$ cat config.mk
export PLATFORM = sky130hd
export DESIGN_NAME = pe_cmd_dispatcher
export DESIGN_NICKNAME = d
export VERILOG_FILES = /design/src/rtl/pe_pkg.sv /design/src/rtl/pe_cmd_fifo.sv /design/src/rtl/pe_cmd_dispatcher.sv
export SDC_FILE = /design/constraint.sdc
export NUM_CORES = 1
export LEC_CHECK = 0
export BUFFER_PORTS_ARGS = -buffer_cell sky130_fd_sc_hd__buf_2
export CAP_MARGIN = 40
export CORE_MARGIN = 4
export CORE_UTILIZATION = 55
export CTS_CLUSTER_SIZE = 28
export DETAILED_ROUTE_END_ITERATION = 10
export PLACE_DENSITY_LB_ADDON = 0.2
export SYNTH_ARGS = -nofsm -noshare
export SYNTH_HDL_FRONTEND = slang
export SYNTH_HIERARCHICAL = 1
export SYNTH_SLANG_ARGS = --single-unit
$ cat constraint.sdc
create_clock -name clk -period 4.05 [get_ports clk]
set_input_delay 0.81 -clock clk [delete_from_list [all_inputs] [get_ports clk]]
set_output_delay 0.81 -clock clk [all_outputs]
set_load 0.005 [all_outputs]
$ cat src/rtl/pe_pkg.sv
// Shared opcode encodings, dispatcher state type and opcode classification
// for the PE command path.
package pe_pkg;

  localparam logic [3:0] OP_NOP  = 4'd0;
  localparam logic [3:0] OP_MAC  = 4'd1;
  localparam logic [3:0] OP_ACT  = 4'd2;
  localparam logic [3:0] OP_NORM = 4'd3;

  typedef enum logic [1:0] {
    ST_IDLE  = 2'd0,
    ST_ISSUE = 2'd1,
    ST_WAIT  = 2'd2,
    ST_ERR   = 2'd3
  } disp_state_e;

  function automatic logic is_legal_op(input logic [3:0] op);
    return (op == OP_MAC) || (op == OP_ACT) || (op == OP_NORM);
  endfunction

endpackage

$ cat src/rtl/pe_cmd_fifo.sv
// Synchronous show-ahead FIFO: dout always presents the oldest entry.
// Pushes into a full FIFO and pops from an empty one are ignored.
module pe_cmd_fifo #(
  parameter int DEPTH = 8,
  parameter int WIDTH = 32
) (
  input  logic                     clk,
  input  logic                     rst_n,
  input  logic                     wr_en,
  input  logic [WIDTH-1:0]         din,
  input  logic                     rd_en,
  output logic [WIDTH-1:0]         dout,
  output logic                     full,
  output logic                     empty,
  output logic [$clog2(DEPTH):0]   count
);

  localparam int AW = $clog2(DEPTH);
  localparam int CW = AW + 1;

  logic [WIDTH-1:0] mem_r [DEPTH];
  logic [AW-1:0]    wr_ptr_r;
  logic [AW-1:0]    rd_ptr_r;
  logic [CW-1:0]    count_r;
  logic             push_s;
  logic             pop_s;

  assign full   = (count_r == CW'(DEPTH));
  assign empty  = (count_r == {CW{1'b0}});
  assign count  = count_r;
  assign dout   = mem_r[rd_ptr_r];
  assign push_s = wr_en && !full;
  assign pop_s  = rd_en && !empty;

  // Storage array; contents need no reset since count gates visibility.
  always_ff @(posedge clk) begin
    if (push_s) begin
      mem_r[wr_ptr_r] <= din;
    end
  end

  // Pointer and occupancy bookkeeping; power-of-two depth lets pointers wrap naturally.
  always_ff @(posedge clk or negedge rst_n) begin
    if (!rst_n) begin
      wr_ptr_r <= {AW{1'b0}};
      rd_ptr_r <= {AW{1'b0}};
      count_r  <= {CW{1'b0}};
    end else begin
      if (push_s) begin
        wr_ptr_r <= wr_ptr_r + AW'(1);
      end
      if (pop_s) begin
        rd_ptr_r <= rd_ptr_r + AW'(1);
      end
      case ({push_s, pop_s})
        2'b10:   count_r <= count_r + CW'(1);
        2'b01:   count_r <= count_r - CW'(1);
        default: count_r <= count_r;
      endcase
    end
  end

endmodule

$ cat src/rtl/pe_cmd_dispatcher.sv
// Command dispatcher: queues PE instructions and issues them one at a time,
// retiring NOPs locally, dropping illegal opcodes and timing out stuck commands.
module pe_cmd_dispatcher
  import pe_pkg::*;
#(
  parameter int DEPTH          = 8,
  parameter int INSTR_WIDTH    = 32,
  parameter int TIMEOUT_CYCLES = 1024,
  parameter int CNT_WIDTH      = 16
) (
  input  logic                     clk,
  input  logic                     rst_n,
  input  logic                     cmd_valid,
  output logic                     cmd_ready,
  input  logic [INSTR_WIDTH-1:0]   cmd_instr,
  output logic                     pe_start,
  output logic [INSTR_WIDTH-1:0]   pe_instr,
  input  logic                     pe_done,
  output logic                     busy,
  output logic [$clog2(DEPTH):0]   fifo_count,
  output logic [CNT_WIDTH-1:0]     retired_count,
  output logic                     err_timeout,
  output logic                     err_illegal,
  input  logic                     err_clear
);

  localparam int TW = $clog2(TIMEOUT_CYCLES) + 1;
  localparam logic [TW-1:0] TIMER_LAST = TW'(TIMEOUT_CYCLES - 1);

  disp_state_e            state_r;
  logic [TW-1:0]          timer_r;
  logic [INSTR_WIDTH-1:0] head_s;
  logic [3:0]             head_op_s;
  logic                   full_s;
  logic                   empty_s;
  logic                   pop_s;

  assign head_op_s = head_s[INSTR_WIDTH-1 -: 4];
  assign pop_s     = (state_r == ST_IDLE) && !empty_s;
  assign cmd_ready = !full_s;
  assign busy      = (state_r != ST_IDLE) || !empty_s;

  pe_cmd_fifo #(
    .DEPTH (DEPTH),
    .WIDTH (INSTR_WIDTH)
  ) u_fifo (
    .clk   (clk),
    .rst_n (rst_n),
    .wr_en (cmd_valid),
    .din   (cmd_instr),
    .rd_en (pop_s),
    .dout  (head_s),
    .full  (full_s),
    .empty (empty_s),
    .count (fifo_count)
  );

  // Dispatch FSM; error sets are written after the clear so a same-cycle set wins.
  always_ff @(posedge clk or negedge rst_n) begin
    if (!rst_n) begin
      state_r       <= ST_IDLE;
      timer_r       <= {TW{1'b0}};
      pe_start      <= 1'b0;
      pe_instr      <= {INSTR_WIDTH{1'b0}};
      retired_count <= {CNT_WIDTH{1'b0}};
      err_timeout   <= 1'b0;
      err_illegal   <= 1'b0;
    end else begin
      pe_start <= 1'b0;
      if (err_clear) begin
        err_timeout <= 1'b0;
        err_illegal <= 1'b0;
      end
      case (state_r)
        ST_IDLE: begin
          if (!empty_s) begin
            if (is_legal_op(head_op_s)) begin
              pe_instr <= head_s;
              pe_start <= 1'b1;
              state_r  <= ST_ISSUE;
            end else if (head_op_s == OP_NOP) begin
              retired_count <= retired_count + CNT_WIDTH'(1);
            end else begin
              err_illegal <= 1'b1;
            end
          end
        end
        ST_ISSUE: begin
          timer_r <= {TW{1'b0}};
          state_r <= ST_WAIT;
        end
        ST_WAIT: begin
          if (pe_done) begin
            retired_count <= retired_count + CNT_WIDTH'(1);
            state_r       <= ST_IDLE;
          end else if (timer_r == TIMER_LAST) begin
            err_timeout <= 1'b1;
            state_r     <= ST_ERR;
          end else begin
            timer_r <= timer_r + TW'(1);
          end
        end
        ST_ERR: begin
          if (err_clear) begin
            state_r <= ST_IDLE;
          end
        end
        default: state_r <= ST_IDLE;
      endcase
    end
  end

endmodule

==> flow_summary.ini, run 1 <==
[outcome]
status = finished clean

[synthesis]
async_flop_share = 0.224
synthesis.nets = 702
synth-seq-cells = 330
synthCells = 657
synth_top_flop_cell = edfxtp_1
synth_area_per_cell_um2 = 19.9
syn_area_mm2 = 0.0131
ys.warnings.count = 6
synth_cell_types = 52
seq_area_frac_synth = 0.728
synth_edf_count = 256

[global_routing]
grt_pass1_wl_um = 39300
grt_usage = 0.195
grt_start_max_net_pins = 51
grt.overflow.total = 0
grt_pass1_vias = 6854
antenna_found_initial = 1

[place]
dp_hpwl_um = 14200
place_congestion = 0.804
portBuffers = 93

[clocking]
clock_latency_ps = 500
cts_tree = built
path_clk_slew_ps = 60
root_buffer = clkbuf_16
cts_num_sinks = 330
cts_buffer_depth = 3
htreeDepth = 2
post_cts_resize_count = 0
cts_buffers = 34
cts_setup_buffers = 0
cts_hold_buf = 0

[sta]
worstMarginPinSlew_ps = 824
fin_crit_sh = 0.756
drv_slew = 0
max_freq_mhz = 327
holdWs_ps = 238
finalSetupTns_ps = 0
period_minus_slack_ps = 3060
rsz0062_at_grt = no
setup_viol = 0
final-hold-violation-count = 0
slew_headroom = 0.443
skew_ps = 12.5

[cells_and_area]
fin_nets = 819
final_common_cell = edfxtp_1
diodes = 0
final_cell_mix = 256 x edfxtp_1, 92 x buf_2, 71 x dfrtp_1, 65 x mux2_2, 44 x mux4_2
drive_above_1_share = 0.354
fillCellCount = 1571
syn_to_final_growth_pct = 15.6

[setup_path]
crit_top_cell = ha_1
crit_path_top_delay_cell = nor4_1
max_stage_delay_ps = 600
start_kind = flip-flop
path_class = flip-flop to flip-flop
critPathCaptureType = flip-flop
arrival_ps = 3430
cp_top_family = simple AND/OR/NAND/NOR gates
crit_required_ps = 4420
path_cells = nor4_1 -> nor3_4 -> o41ai_1 -> inv_2 -> ha_1 -> ha_1 -> or4b_1 -> o311ai_0 -> o211ai_1
path_buf_inv = 1
r2r_slack_ps = 990
cp_max_fo = 9

[drt]
drc_errors = 0
post_drt_wl_per_cell_um = 22.3
drt-pass1-iter-count = 5
num_vias = 6421
detail_route.vias_per_cell = 5.74
ant_nets = 0
wl_um = 24900
drt_iter0_markers = 552

[hold_path]
worst_hold_path_type = input pin to asynchronous set/reset pin

[power]
ir_drop_v = 0.000437
power_frac_seq = 0.440
internal-power_w = 0.00788
combPwrFrac = 0.265
power.density_mw_per_mm2 = 725
netSwitchingFraction = 0.282
p_leak_nw = 5.46
power_frac_clock = 0.295
p_sw_w = 0.00310

[floorplan]
die_y_um = 162
dieArea_mm2 = 0.0263
io_pins = 94
rows = 56
initial_core_util = 0.558
coreArea_mm2 = 0.0235
die_w_um = 162

[job]
cap_violations = 0
power groups by stage:
| stage | Clock, W | Sequential [W] | Combinational (W) |
|---|---|---|---|
| final | 0.00324 | 0.00483 | 0.00291 |
| after global routing | 0.00346 | 0.00492 | 0.00319 |
| after CTS | 0.00329 | 0.00485 | 0.00297 |
| after detailed placement | 0 | 0.00491 | 0.00295 |
| after global placement | 0 | 0.00487 | 0.00287 |
| after floorplan | 0 | 0.00463 | 0.00232 |
cells by family (layout without fill, tap and decap cells):
logic type                 after synthesis  after routing  synth area share
DFF                                    330            330             0.728
muxes                                  133            133             0.175
and+or+nand+nor                         99             99            0.0417
buffers and inverters                   37            179            0.0167
AOI/OAI and AO/OA                       28             28            0.0156
xor gates and xnor gates                22             22            0.0147
adders and majority gates                8              8           0.00822
per-layer routing:
layer / track usage / wire length, um / vias up
met5: 0 / 13 / -
met4: 0.0504 / 450 / 2
met3: 0.0330 / 1320 / 41
met2: 0.334 / 12700 / 170
met1: 0.263 / 10500 / 3316
li1: - / - / 2892
final timing paths:
| check | start | to | cells past startpoint |
|---|---|---|---|
| setup / recovery | u_fifo/count[2] | u_fifo/count[3] | 9 |
| hold / removal | rst_n | pe_start | 1 |
| setup reg to reg | u_fifo/count[2] | u_fifo/count[3] | 9 |
| hold reg to reg | retired_count[15] | retired_count[15] | 1 |
| max in group asynchronous | rst_n | u_fifo/rd_ptr_r[0] | 2 |
| min in group clk | retired_count[15] | retired_count[15] | 1 |
state kept, by name, summed over array words and instances (netlist names):
register and cells:
state_r 2, u_fifo/wr_ptr_r 3, u_fifo/count 4, u_fifo/rd_ptr_r 3, u_fifo/mem_r 256, err_illegal 1
pe_instr 32, err_timeout 1, timer_r 11, retired_count 16, pe_start 1
area by class of cell:
cell class	count	area, um^2	share of cell area
multi-input cells	290	3390	0.224
clock inverters	20	265	0.0175
well taps	319	399	0.0264
clock buffers	41	908	0.0600
repair buffers	107	593	0.0392
inverters	11	41.3	0.00273
flip-flops and latches	330	9550	0.630
through the flow:
| step | util | total power (W) | instance area [um^2] | setup WS, ps | std cells |
|---|---|---|---|---|---|
| 2_1_floorplan | - | 0.00695 | 13100 | 436 | 657 |
| 3_3_place_gp | 0.594 | 0.00774 | 13900 | 1020 | 1056 |
| 3_5_place_dp | 0.595 | 0.00787 | 14000 | 1000 | 1057 |
| 4_1_cts | 0.645 | 0.0111 | 15100 | 977 | 1118 |
| 5_1_grt | 0.645 | 0.0116 | 15100 | 756 | 1118 |
| 6_report | 0.645 | 0.0110 | 15100 | 989 | 1118 |
Yosys cell counts, types with 2 or more instances:
library cell    n  area (um^2)
buf_8           2         30.0
buf_12          2         40.0
nand3b_1        2         15.0
and4_1          2         17.5
o31ai_1         2         15.0
mux2i_1         4         40.0
dfrtp_1        74         1850
nor3_1          3         15.0
nor3b_1         4         30.0
or4b_1          2         20.0
xor2_1          4         35.0
mux2_2         65          732
and3_1          6         37.5
nand4_1         8         50.1
edfxtp_1      256         7690
buf_1           5         18.8
a21oi_1         6         30.0
o211ai_1        2         15.0
buf_2           8         40.0
nor2_1         14         52.6
nand2b_1        4         25.0
o41ai_1         2         17.5
inv_1          10         37.5
xnor2_1        18          158
nand2_1        26         97.6
and2_1          4         25.0
nand3_1        14         70.1
or3_1           2         12.5
mux4_1         20          526
ha_1            7         87.6
clkbuf_1        7         26.3
o21ai_0         7         35.0
buf_6           2         22.5
nor4_1          2         12.5
mux4_2         44          991
worst reg2reg max path, stage by stage (launching register included):
cell and delay (ps):
dfrtp_1 430, nor4_1 600, nor3_4 80, o41ai_1 190, inv_2 110, ha_1 340, ha_1 380, or4b_1 550
o311ai_0 130, o211ai_1 130
Power figures use the tool's default switching activity.
==> inputs of run 2 (changes only) <==
==> constraint.sdc (replaced) <==
create_clock -name clk -period 3 [get_ports clk]
set_input_delay 0.6 -clock clk [delete_from_list [all_inputs] [get_ports clk]]
set_output_delay 0.6 -clock clk [all_outputs]
set_load 0.005 [all_outputs]
==> run 2 against run 1 <==
Compared with the run above:
- count of clock-buffer cells in the layout rose by 5
- via count rose by 1.3%
- cell area rose by 0.52%
- sequential share of layout area fell by 0.33 points
- worst hold slack got worse by 140 ps
- core utilization rose by 0.34 points
- combinational power rose by 45%
- critical path depth rose by 3
- flip-flop and latch count did not move
- first-iteration DRC count fell by 22%
- cell count rose by 0.81%
- largest power group unchanged
==> flow_summary.ini, run 2 (synthesized netlist as in run 1, its figures left out) <==
[drt]
wl_um = 25400
drc_errors = 0
drt-pass1-iter-count = 6
post_drt_wl_per_cell_um = 22.6
drt_iter0_markers = 430
num_vias = 6504
ant_nets = 0
detail_route.vias_per_cell = 5.77

[cells_and_area]
largest-register = u_fifo/mem_r
reg.largest.list = u_fifo/mem_r (256), pe_instr (32), retired_count (16)
drive_above_1_share = 0.351
diodes = 0
largest_reg_flops = 256
fin_nets = 827
syn_to_final_growth_pct = 16.3
final_cell_mix = 256 x edfxtp_1, 92 x buf_2, 71 x dfrtp_1, 65 x mux2_2, 44 x mux4_2
final_common_cell = edfxtp_1
instances_no_fill = 1127

[job]
cap_violations = 0

[clocking]
cts_hold_buf = 0
cts_setup_buffers = 0
path_clk_slew_ps = 60
cts_tree = built
cts_num_sinks = 330
htreeDepth = 2
root_buffer = clkbuf_16
clock_latency_ps = 520
cts_buffers = 35
post_cts_resize_count = 0
cts_buffer_depth = 3

[sta]
setup_viol = 0
holdWs_ps = 96.6
period_minus_slack_ps = 2720
setup_ws_ps = 281
final-hold-violation-count = 0
rsz0062_at_grt = no
finalSetupTns_ps = 0
fin_crit_sh = 0.906
worstMarginPinSlew_ps = 696
skew_ps = 18.0
drv_slew = 0
slew_headroom = 0.530
max_freq_mhz = 368

[setup_path]
crit_required_ps = 3410
r2r_slack_ps = 280
crit_path_top_delay_cell = dfrtp_1
start_kind = flip-flop
arrival_ps = 3130
crit_top_cell = buf_4
cp_max_fo = 8
max_stage_delay_ps = 440
path_cells = nor4_1 -> buf_4 -> nor3_4 -> o41ai_1 -> buf_4 -> inv_2 -> ha_1 -> buf_4 -> ha_1 -> a21oi_1 -> mux2_2 -> o211ai_1
critPathCaptureType = flip-flop
path_class = flip-flop to flip-flop

[global_routing]
grt_pass1_vias = 7015
grt_start_max_net_pins = 40
grt_pass1_wl_um = 40500
grt.overflow.total = 0
antenna_found_initial = 3
grt_usage = 0.202

[outcome]
status = finished clean

[power]
power_frac_clock = 0.281
combPwrFrac = 0.285
p_leak_nw = 5.49
internal-power_w = 0.0106
power_frac_seq = 0.434
netSwitchingFraction = 0.284
ir_drop_v = 0.000614
power.density_mw_per_mm2 = 969
p_sw_w = 0.00420

[place]
dp_hpwl_um = 14400
dp.cells = 1064
dp_slack_ps = 296
portBuffers = 93
place_congestion = 0.827

[floorplan]
io_pins = 94
die_w_um = 162
die_y_um = 162
coreArea_mm2 = 0.0235
dieArea_mm2 = 0.0263
rows = 56
initial_core_util = 0.558

[hold_path]
worst_hold_path_type = input pin to asynchronous set/reset pin
run 2: cell count changes in the layout (fill, tap and decap cells not counted), moves of 2 or more:
| cell | delta |
|---|---|
| clkbuf_1 | +4 |
| clkinv_2 | -2 |
| buf_12 | +7 |
| clkinv_1 | +4 |
| bufinv_16 | -3 |
| nor3_2 | -2 |
| nor3_4 | +2 |
run 2: power by group through the flow:
stage	Combinational [W]	Clock, W	Sequential (W)
after floorplan	0.00313	0	0.00626
after global placement	0.00416	0	0.00643
after detailed placement	0.00428	0	0.00650
after CTS	0.00431	0.00425	0.00642
after global routing	0.00460	0.00448	0.00650
final	0.00421	0.00414	0.00641
run 2: worst max-delay path: cells and delay by family, from the launching register on:
kind,cells,cell delay [ps]
muxes,1,350
and+or+nand+nor,2,320
AOI/OAI and AO/OA,3,460
adders and majority gates,2,490
buffers and inverters,4,560
DFF,1,440
run 2: layout make-up:
cell class                 count  area, um^2
fill                        1587        8250
multi-input combinational    290        3410
sequential                   330        9550
tap                          319         399
clock inverter                17         171
clock buffer                  46         948
timing repair buffer         114         713
inverter                      11        41.3
run 2: per-layer routing:
layer  vias to the layer above  routed length (um)  track usage
met5                         -                  44            0
met4                         6                 481       0.0515
met3                        48                1330       0.0416
met2                       169               13100        0.344
met1                      3380               10500        0.271
li1                       2901                   -            -
run 2: final timing paths:
check / start / endpoint / depth (start not counted)
setup / recovery: u_fifo/count[2] / u_fifo/count[3] / 12
hold reg to reg: retired_count[15] / retired_count[15] / 1
min in group clk: err_clear / err_illegal / 2
hold / removal: rst_n / pe_instr[16] / 1
max in group asynchronous: rst_n / retired_count[15] / 2
setup reg to reg: u_fifo/count[2] / u_fifo/count[3] / 12
run 2: stage by stage:
| step | total power, W | instance area [um^2] | util |
|---|---|---|---|
| 6_report | 0.0148 | 15200 | 0.649 |
| 5_1_grt | 0.0156 | 15200 | 0.649 |
| 4_1_cts | 0.0150 | 15200 | 0.649 |
| 3_5_place_dp | 0.0108 | 14100 | 0.601 |
| 3_3_place_gp | 0.0106 | 14100 | 0.601 |
| 2_1_floorplan | 0.00939 | 13100 | - |
==> inputs of run 3 (changes only) <==
--- a/config.mk
+++ b/config.mk
@@ -11,7 +11,8 @@
 export CORE_UTILIZATION = 55
 export CTS_CLUSTER_SIZE = 28
 export DETAILED_ROUTE_END_ITERATION = 10
-export PLACE_DENSITY_LB_ADDON = 0.2
+export PLACE_DENSITY = 0.74
+export SLEW_MARGIN = 20
 export SYNTH_ARGS = -nofsm -noshare
 export SYNTH_HDL_FRONTEND = slang
 export SYNTH_HIERARCHICAL = 1
==> run 3 against run 2 <==
Compared with the run above:
- first-iteration DRC count rose by 48%
- maximum frequency shrank 5.3%
- total power up 0.21%
- critical path depth shrank 1
- critical path type unchanged
==> flow_summary.ini, run 3 (synthesized netlist as in run 1, its figures left out) <==
[drt]
post_drt_wl_per_cell_um = 22.8
drc_errors = 0
drt_iter0_markers = 635
drt-pass1-iter-count = 6
num_vias = 6624
wl_um = 25600
ant_nets = 0
detail_route.vias_per_cell = 5.88

[clocking]
cts_tree = built
path_clk_slew_ps = 60
cts_num_sinks = 330
cts_setup_buffers = 0
clock_latency_ps = 510
htreeDepth = 2
root_buffer = clkbuf_16
post_cts_resize_count = 0
cts_buffers = 34
cts_buffer_depth = 3
cts_hold_buf = 0

[setup_path]
path_cells = nor4_1 -> buf_4 -> nor3_4 -> o41ai_1 -> buf_4 -> inv_2 -> ha_1 -> ha_1 -> or4b_1 -> o311ai_0 -> o211ai_1
ff2ff_path_depth = 11
critPathCaptureType = flip-flop
r2r-end = u_fifo/count[3]
cp_max_fo = 7
crit_path_end = u_fifo/count[3]
r2r_start = u_fifo/count[3]
path_class = flip-flop to flip-flop
r2r_slack_ps = 130
max_stage_delay_ps = 530
arrival_ps = 3230
crit_required_ps = 3360
start_kind = flip-flop
crit_start = u_fifo/count[3]
crit_path_top_delay_cell = or4b_1

[sta]
drv_slew = 0
slew_headroom = 0.498
fin_crit_sh = 0.957
worstMarginPinSlew_ps = 753
setup_viol = 0
max_freq_mhz = 348
final-hold-violation-count = 0
skew_ps = 11.8
finalSetupTns_ps = 0
rsz0062_at_grt = no
period_minus_slack_ps = 2870

[place]
place_congestion = 0.766
dp_hpwl_um = 14900
portBuffers = 93

[power]
p_leak_nw = 5.50
finalPower_w = 0.0148
power.density_mw_per_mm2 = 971
ir_drop_v = 0.000754

[cells_and_area]
final_common_cell = edfxtp_1
syn_to_final_growth_pct = 16.3
final_cell_mix = 256 x edfxtp_1, 92 x buf_2, 71 x dfrtp_1, 65 x mux2_2, 44 x mux4_2
largest-register = u_fifo/mem_r
largest_reg_flops = 256
postLayoutCoreUtil = 0.649
drive_above_1_share = 0.357
fin_nets = 827
fillCellCount = 1569
reg.largest.list = u_fifo/mem_r (256), pe_instr (32), retired_count (16)

[global_routing]
grt_usage = 0.202
antenna_found_initial = 4
grt_pass1_vias = 7078
grt_pass1_wl_um = 40600
grt.overflow.total = 0
grt_start_max_net_pins = 49

[hold_path]
worst_hold_path_type = input pin to asynchronous set/reset pin

[floorplan]
die_y_um = 162
coreArea_mm2 = 0.0235
rows = 56
die_w_um = 162
io_pins = 94
dieArea_mm2 = 0.0263
initial_core_util = 0.558

[outcome]
status = finished clean

[job]
cap_violations = 0
-- run 3: final cells by class --
type,instances,area (um^2),area share
repair buffers,115,741,0.0486
clock buffers,47,962,0.0632
well taps,319,399,0.0262
diodes,1,2.50,0.000164
multi-input cells,290,3410,0.224
flip-flops and latches,330,9550,0.627
clock inverters,13,134,0.00879
inverters,11,41.3,0.00271
-- run 3: power by group --
| group | internal, W | switching, W |
|---|---|---|
| clock network | 0.00243 | 0.00166 |
| registers | 0.00585 | 0.000572 |
| logic | 0.00223 | 0.00204 |
-- run 3: layer usage --
layer  track usage  wire length (um)
met4        0.0473               414
met5             0                48
met1         0.263             10200
met3        0.0490              1680
met2         0.348             13300
-- run 3: critical path: cells and delay by family (launching register included) --
kind,cells,cell delay (ps)
simple gates,3,870
fa+ha+maj,2,550
flops,1,460
buf+inv,3,420
compound gates,3,410
-- run 3: worst min path at each step --
stage,slack [ps],to,cells after the start
5_1_grt,190,pe_instr[27],1
4_1_cts,180,pe_instr[23],1
2_1_floorplan,300,err_illegal,0
6_report,160,pe_instr[27],1
3_3_place_gp,460,retired_count[15],1
3_5_place_dp,460,retired_count[15],1
-- run 3: stage by stage --
| step | std cells | hold WS [ps] | area (um^2) | worst slack [ps] |
|---|---|---|---|---|
| after floorplan | 657 | 304 | 13100 | 309 |
| after global placement | 1064 | 458 | 14100 | 368 |
| after detailed placement | 1065 | 459 | 14100 | 192 |
| after CTS | 1125 | 177 | 15200 | 179 |
| after global routing | 1125 | 193 | 15200 | 61.6 |
| final | 1126 | 158 | 15200 | 130 |
